### config.mk
export PLATFORM = sky130hd
export DESIGN_NAME = boot_controller_flat
export DESIGN_NICKNAME = d
export VERILOG_FILES = /design/src/rtl/boot_pkg.sv /design/src/rtl/boot_controller_if.sv /design/src/rtl/boot_timeout.sv /design/src/rtl/boot_controller.sv /design/src/flat_wrapper.sv
export SDC_FILE = /design/constraint.sdc
export NUM_CORES = 1
export LEC_CHECK = 0
export CAP_MARGIN = 20
export CORE_MARGIN = 2
export CORE_UTILIZATION = 52
export DETAILED_ROUTE_END_ITERATION = 16
export PLACE_DENSITY = 0.85
export SYNTH_ARGS = -nofsm -noshare
export SYNTH_HDL_FRONTEND = slang
export SYNTH_HIERARCHICAL = 1
export SYNTH_SLANG_ARGS = --single-unit
### constraint.sdc
create_clock -name clock -period 3.9 [get_ports clock]
set_input_delay 0.78 -clock clock [delete_from_list [all_inputs] [get_ports clock]]
set_output_delay 0.78 -clock clock [all_outputs]
set_load 0.01 [all_outputs]
### src/rtl/boot_pkg.sv
// boot_pkg: state encoding and default parameters shared by the boot controller files
package boot_pkg;
    localparam logic [2:0] ST_LOAD    = 3'd0;
    localparam logic [2:0] ST_CHECK   = 3'd1;
    localparam logic [2:0] ST_FAIL    = 3'd2;
    localparam logic [2:0] ST_RELEASE = 3'd3;
    localparam logic [2:0] ST_RUN     = 3'd4;
    localparam logic [31:0] DEF_END_WORD = 32'hFFFF_FFFF;
    localparam int DEF_IDLE_TIMEOUT = 1000000;
    localparam int DEF_RELEASE_CYCLES = 4;
endpackage

### src/rtl/boot_controller_if.sv
// boot_controller_if: word receiver, instruction-memory write port and CPU control bundle
interface boot_controller_if #(
    parameter int ADDR_W = 12,
    parameter int DATA_W = 32
);
    logic              word_valid;
    logic [DATA_W-1:0] word_data;
    logic              boot_req;
    logic              imem_wen;
    logic [ADDR_W-1:0] imem_waddr;
    logic [DATA_W-1:0] imem_wdata;
    logic              cpu_reset;
    logic              loading;
    logic [ADDR_W:0]   word_count;
    logic              overflow;
    logic              checksum_err;
    modport master (
        output word_valid, word_data, boot_req,
        input  imem_wen, imem_waddr, imem_wdata, cpu_reset, loading, word_count, overflow, checksum_err
    );
    modport slave (
        input  word_valid, word_data, boot_req,
        output imem_wen, imem_waddr, imem_wdata, cpu_reset, loading, word_count, overflow, checksum_err
    );
endinterface

### src/rtl/boot_timeout.sv
// boot_timeout: idle counter that flags expiry on the enabled cycle that reaches LIMIT
module boot_timeout
    import boot_pkg::*;
#(
    parameter int LIMIT = DEF_IDLE_TIMEOUT
) (
    input  logic clock,
    input  logic reset,
    input  logic clear,
    input  logic en,
    output logic expired
);
    localparam int W = $clog2(LIMIT + 1);
    logic [W-1:0] cnt;
    assign expired = en && cnt == W'(LIMIT - 1);
    // count enabled idle cycles; clear or reset returns to zero
    always_ff @(posedge clock) begin
        if (!reset || clear) cnt <= '0;
        else if (en) cnt <= cnt + W'(1);
    end
endmodule

### src/rtl/boot_controller.sv
// boot_controller: loads received words into instruction memory while holding the CPU in reset.
// Optional BOOT_CHECKSUM_EN: a trailing checksum word is verified after END_WORD (CHECK/FAIL states).
module boot_controller
    import boot_pkg::*;
#(
    parameter int ADDR_W = 12,
    parameter int DATA_W = 32,
    parameter logic [DATA_W-1:0] END_WORD = DATA_W'(DEF_END_WORD),
    parameter int IDLE_TIMEOUT = DEF_IDLE_TIMEOUT,
    parameter int RELEASE_CYCLES = DEF_RELEASE_CYCLES
) (
    input logic clock,
    input logic reset,
    boot_controller_if.slave bus
);
    localparam int RW = $clog2(RELEASE_CYCLES + 1);
`ifdef BOOT_CHECKSUM_EN
    localparam logic [2:0] ST_END = ST_CHECK;
`else
    localparam logic [2:0] ST_END = ST_RELEASE;
`endif
    logic [2:0]        state;
    logic [RW-1:0]     rel_cnt;
    logic [ADDR_W:0]   cnt;
    logic [ADDR_W-1:0] waddr;
    logic [DATA_W-1:0] wdata;
    logic wv_q, br_q, w_edge, b_edge, loading, expired, wr, wen, ovf;
    assign w_edge = bus.word_valid && !wv_q;
    assign b_edge = bus.boot_req && !br_q;
    assign loading = state == ST_LOAD || state == ST_CHECK;
    assign wr = state == ST_LOAD && w_edge && bus.word_data != END_WORD;
    assign bus.imem_wen = wen;
    assign bus.imem_waddr = waddr;
    assign bus.imem_wdata = wdata;
    assign bus.cpu_reset = state != ST_RUN;
    assign bus.loading = loading;
    assign bus.word_count = cnt;
    assign bus.overflow = ovf;
    boot_timeout #(.LIMIT(IDLE_TIMEOUT)) u_timeout (
        .clock(clock),
        .reset(reset),
        .clear(!loading || w_edge),
        .en(loading && !w_edge),
        .expired(expired)
    );
`ifdef BOOT_CHECKSUM_EN
    logic [DATA_W-1:0] sum;
    logic err;
    // running sum of written words; the error flag latches a wrong or missing checksum word
    always_ff @(posedge clock) begin
        if (!reset || (b_edge && (state == ST_RUN || state == ST_FAIL))) begin
            sum <= '0;
            err <= 1'b0;
        end else begin
            if (wr) sum <= sum + bus.word_data;
            if (state == ST_CHECK && (w_edge ? bus.word_data != sum : expired)) err <= 1'b1;
        end
    end
    assign bus.checksum_err = err;
`else
    assign bus.checksum_err = 1'b0;
`endif
    // edge history, memory write port, word/release counters and state sequencing
    always_ff @(posedge clock) begin
        if (!reset) begin
            state <= ST_LOAD;
            cnt <= '0;
            rel_cnt <= '0;
            wv_q <= 1'b0;
            br_q <= 1'b0;
            wen <= 1'b0;
            waddr <= '0;
            wdata <= '0;
            ovf <= 1'b0;
        end else begin
            wv_q <= bus.word_valid;
            br_q <= bus.boot_req;
            wen <= wr;
            rel_cnt <= state == ST_RELEASE ? rel_cnt + RW'(1) : '0;
            if (w_edge && !loading) ovf <= 1'b1;
            if (wr) begin
                waddr <= cnt[ADDR_W-1:0];
                wdata <= bus.word_data;
                cnt <= cnt + 1'b1;
            end
            case (state)
                ST_LOAD:
                    if (w_edge) state <= !wr ? ST_END : &cnt[ADDR_W-1:0] ? ST_RELEASE : ST_LOAD;
                    else if (expired) state <= ST_RELEASE;
`ifdef BOOT_CHECKSUM_EN
                ST_CHECK:
                    if (w_edge) state <= bus.word_data == sum ? ST_RELEASE : ST_FAIL;
                    else if (expired) state <= ST_FAIL;
`endif
                ST_RELEASE:
                    if (rel_cnt == RW'(RELEASE_CYCLES - 1)) state <= ST_RUN;
                ST_RUN, ST_FAIL:
                    if (b_edge) begin
                        state <= ST_LOAD;
                        cnt <= '0;
                        ovf <= 1'b0;
                    end
                default: state <= ST_LOAD;
            endcase
        end
    end
endmodule

### src/flat_wrapper.sv
// flat-port wrapper written by rule: the top's interface ports become plain ports
module boot_controller_flat import boot_pkg::*;
#(
    parameter int ADDR_W = 12,
    parameter int DATA_W = 32,
    parameter logic [DATA_W-1:0] END_WORD = DATA_W'(DEF_END_WORD),
    parameter int IDLE_TIMEOUT = DEF_IDLE_TIMEOUT,
    parameter int RELEASE_CYCLES = DEF_RELEASE_CYCLES
)
  (clock, reset, bus_word_valid, bus_word_data, bus_boot_req, bus_imem_wen, bus_imem_waddr, bus_imem_wdata, bus_cpu_reset, bus_loading, bus_word_count, bus_overflow, bus_checksum_err);
  boot_controller_if #(.ADDR_W(ADDR_W), .DATA_W(DATA_W)) bus_i ();
  input logic clock;
  input logic reset;
  input wire logic [$bits(bus_i.word_valid)-1:0] bus_word_valid;
  input wire logic [$bits(bus_i.word_data)-1:0] bus_word_data;
  input wire logic [$bits(bus_i.boot_req)-1:0] bus_boot_req;
  output wire logic [$bits(bus_i.imem_wen)-1:0] bus_imem_wen;
  output wire logic [$bits(bus_i.imem_waddr)-1:0] bus_imem_waddr;
  output wire logic [$bits(bus_i.imem_wdata)-1:0] bus_imem_wdata;
  output wire logic [$bits(bus_i.cpu_reset)-1:0] bus_cpu_reset;
  output wire logic [$bits(bus_i.loading)-1:0] bus_loading;
  output wire logic [$bits(bus_i.word_count)-1:0] bus_word_count;
  output wire logic [$bits(bus_i.overflow)-1:0] bus_overflow;
  output wire logic [$bits(bus_i.checksum_err)-1:0] bus_checksum_err;
  assign bus_i.word_valid = bus_word_valid;
  assign bus_i.word_data = bus_word_data;
  assign bus_i.boot_req = bus_boot_req;
  assign bus_imem_wen = bus_i.imem_wen;
  assign bus_imem_waddr = bus_i.imem_waddr;
  assign bus_imem_wdata = bus_i.imem_wdata;
  assign bus_cpu_reset = bus_i.cpu_reset;
  assign bus_loading = bus_i.loading;
  assign bus_word_count = bus_i.word_count;
  assign bus_overflow = bus_i.overflow;
  assign bus_checksum_err = bus_i.checksum_err;
  boot_controller #(.ADDR_W(ADDR_W), .DATA_W(DATA_W), .END_WORD(END_WORD), .IDLE_TIMEOUT(IDLE_TIMEOUT), .RELEASE_CYCLES(RELEASE_CYCLES)) u_core (.clock(clock), .reset(reset), .bus(bus_i));
endmodule
==> impl_metrics.env <==
export IMPL_avgSynthCellArea_um2=8.45
export IMPL_antennaDiodeCount=0
export IMPL_cts_made_buffers=9
export IMPL_r2r_end="u_core/u_timeout/cnt[19]"
export IMPL_drive_above_1_share=0.0595
export IMPL_leakagePower_nw=1.86
export IMPL_synth_top_family_by_area="simple AND/OR/NAND/NOR gates"
export IMPL_clockPowerShare=0.359
export IMPL_fin_setup_tns_ns=0
export IMPL_antenna_found_initial=0
export IMPL_ant_nets=0
export IMPL_holdPathStages=1
export IMPL_syn_num_nets=470
export IMPL_cts_buffer_depth=2
export IMPL_worst_slew_pin_slew_ns=0.823
export IMPL_end_kind="register"
export IMPL_cts_resized=0
export IMPL_cellPowerDensity_nw_per_um2=369
export IMPL_fmax_mhz=352
export IMPL_num_io_pins=98
export IMPL_post_route_period_util=0.728
export IMPL_grt_max_degree=91
export IMPL_vias=3400
export IMPL_worstPathRequired_ns=4.13
export IMPL_finalInstanceArea_um2=4840
export IMPL_vdd_drop_max_uv=251
export IMPL_mostFrequentLayoutCells="nand3_1, clkdlybuf4s50_1, dfxtp_1, nand2_1, nor2_1"
export IMPL_clock_latency_ns=0.35
export IMPL_drt_iter0_drc=207
export IMPL_final_max_slew_viol_count=0
export IMPL_grt_pass1_vias=2982
export IMPL_setup_violations_final=0
export IMPL_p_sw_mw=0.439
export IMPL_hp_start="u_core/rel_cnt[0]"
export IMPL_skew_ns=0.00860
export IMPL_core_rowCount=30
export IMPL_cp_cell_sequence="clkdlybuf4s50_1 -> nand4_1 -> nor4_4 -> a21o_1 -> buf_4 -> or4_1 -> a21oi_1"
export IMPL_sequentialPowerShare=0.518
export IMPL_vias_per_cell=5.51
export IMPL_yosys_warnings=6
export IMPL_globalplace_congestion=0.903
export IMPL_layout_commonest_cell="nand3_1"
export IMPL_ctsRootBufferMaster="clkbuf_8"
export IMPL_first_pass_iters=4
export IMPL_synth_fa_ha_area_frac=0.0138
export IMPL_cts_setup_buffers=0
export IMPL_synth_compound_area_frac=0.0658
export IMPL_port_buffers=96
export IMPL_worstHoldPathType="register to register"
export IMPL_pwr_share_comb=0.123
export IMPL_holdPathEnd="u_core/rel_cnt[0]"
export IMPL_synth_edff_count=0
export IMPL_area_delta_synth_final_pct=33.1
export IMPL_grt_overflow_total=0
export IMPL_hpwl_um=6290
export IMPL_reg2reg_depth=7
export IMPL_critPathBufInv=2
export IMPL_cts_tree="done"
export IMPL_synth_xor_area_share=0.0458
export IMPL_grt_pass1_wl_um=13800
export IMPL_synth_area_um2=3630
export IMPL_crit_type="input port to register"
export IMPL_dpl_cell_area_um2=4630
export IMPL_die_h_um=87.6
export IMPL_start_kind="input port"
export IMPL_cts_max_level=3
export IMPL_cts_hold_fix_buffers=0
export IMPL_status="finished clean"
export IMPL_clock_sinks=86
export IMPL_yosys_area_share_simple=0.353
export IMPL_hold_ws_ns=0.424
export IMPL_maxCapViolCount=0
export IMPL_r2r_start="u_core/state[2]"
export IMPL_ys_ff_latch=86
export IMPL_fin_crit_ns=2.84
export IMPL_synth_top_flop_cell="dfxtp_1"
export IMPL_finalHoldViolCount=0
export IMPL_power_share_switching=0.246
export IMPL_routed_wl_um=8710
export IMPL_critPathSlowestCell="nor4_4"
export IMPL_relSlewSlack=0.451
export IMPL_core_area_um2=6790
export IMPL_ys_seq_area_frac=0.474
export IMPL_path_clk_slew_ns=0.08
export IMPL_synth_cells=430
export IMPL_rsz0062_at_grt="false"
export IMPL_die_x_um=87.6
export IMPL_grt_usage=0.226
export IMPL_crit_fanout=17
export IMPL_arrival_ns=3.07
export IMPL_floorplan_initialDensity=0.535
export IMPL_internal_power_mw=1.35
export IMPL_yosysUniqueCellTypes=47
export IMPL_wl_per_cell_um=14.1
export IMPL_drc=0
export IMPL_ff2ff_setup_slack_ns=1.71
export IMPL_power_mw=1.79
export IMPL_slowest_delay_ns=0.60
export IMPL_synth_mux_area_frac=0.00275
export IMPL_nets=556
export IMPL_synthArstFlopShare=0
export IMPL_path_delay_family="simple AND/OR/NAND/NOR gates"
export IMPL_dieArea_um2=7670
==> sequential cells by signal (all words and copies together) (netlist names) <==
| signal | count |
|---|---|
| u_core/bus.word_count | 13 |
| u_core/bus.imem_wdata | 32 |
| u_core/bus.overflow | 1 |
| u_core/bus.imem_wen | 1 |
| u_core/wv_q | 1 |
| u_core/bus.imem_waddr | 12 |
| u_core/u_timeout/cnt | 20 |
| u_core/state | 2 |
| u_core/br_q | 1 |
| u_core/rel_cnt | 3 |
==> Yosys cell counts (5+ instances only) <==
cell / instances / area share
nand3_1: 97 / 0.13
dfxtp_1: 86 / 0.47
nand2_1: 64 / 0.066
nor2_1: 29 / 0.030
nand4_1: 19 / 0.033
xnor2_1: 15 / 0.036
clkbuf_1: 12 / 0.012
a21oi_1: 11 / 0.015
o21ai_0: 8 / 0.011
inv_1: 6 / 0.0062
buf_1: 5 / 0.0052
nor4_1: 5 / 0.0086
or3_1: 5 / 0.0086
==> power groups by stage <==
stage / Clock [mW] / Sequential [mW] / Combinational, mW
floorplan: 0 / 0.958 / 0.0965
global placement: 0 / 0.946 / 0.214
detailed placement: 0 / 0.947 / 0.219
CTS: 0.652 / 0.926 / 0.220
global route: 0.685 / 0.930 / 0.239
finish: 0.641 / 0.926 / 0.220
==> how the worst max path moves through the flow <==
stage,from,end,slack (ns),cells past startpoint
after global placement,bus_word_data[23],u_core/bus.word_count[8],0.79,7
after global routing,bus_word_data[9],u_core/bus.imem_wdata[15],0.88,7
after detailed placement,bus_word_data[22],u_core/bus.word_count[8],0.71,7
after CTS,bus_word_data[22],u_core/bus.imem_wdata[17],1.07,7
after floorplan,bus_word_valid,u_core/u_timeout/cnt[18],1.62,8
final,bus_word_data[22],u_core/bus.word_count[6],1.06,7
==> area by class of cell <==
type                            instances  area [um^2]
Clock buffer                           12          155
Clock inverter                          4         53.8
Fill cell                             543         1960
Inverter                                6         22.5
Multi-Input combinational cell        312         1760
Sequential cell                        86         1720
Tap cell                               96          120
Timing Repair Buffer                  101         1010
==> stage by stage <==
step                std cells   util  setup slack [ns]
finish                    617  0.712              1.06
global route              617  0.712             0.883
CTS                       617  0.712              1.07
detailed placement        601  0.681             0.712
global placement          601  0.681             0.789
floorplan                 430      -              1.62
==> layer usage <==
layer  share of wire  track usage  up-vias
met2            0.48        0.360      114
met4           0.025        0.103        0
met5               0            0        -
met3           0.054       0.0462       20
met1            0.44        0.297     1577
li1                -            -     1689
==> cell families (layout without fill, tap and decap cells) <==
kind of cell,count (synthesis),count (layout)
and+or+nand+nor,250,250
DFF,86,86
AOI/OAI and AO/OA,37,37
buffers and inverters,32,123
xor gates and xnor gates,19,19
adders and majority gates,4,4
other,1,1
muxes,1,1
Note: power is estimated with default switching activity, not from simulation.
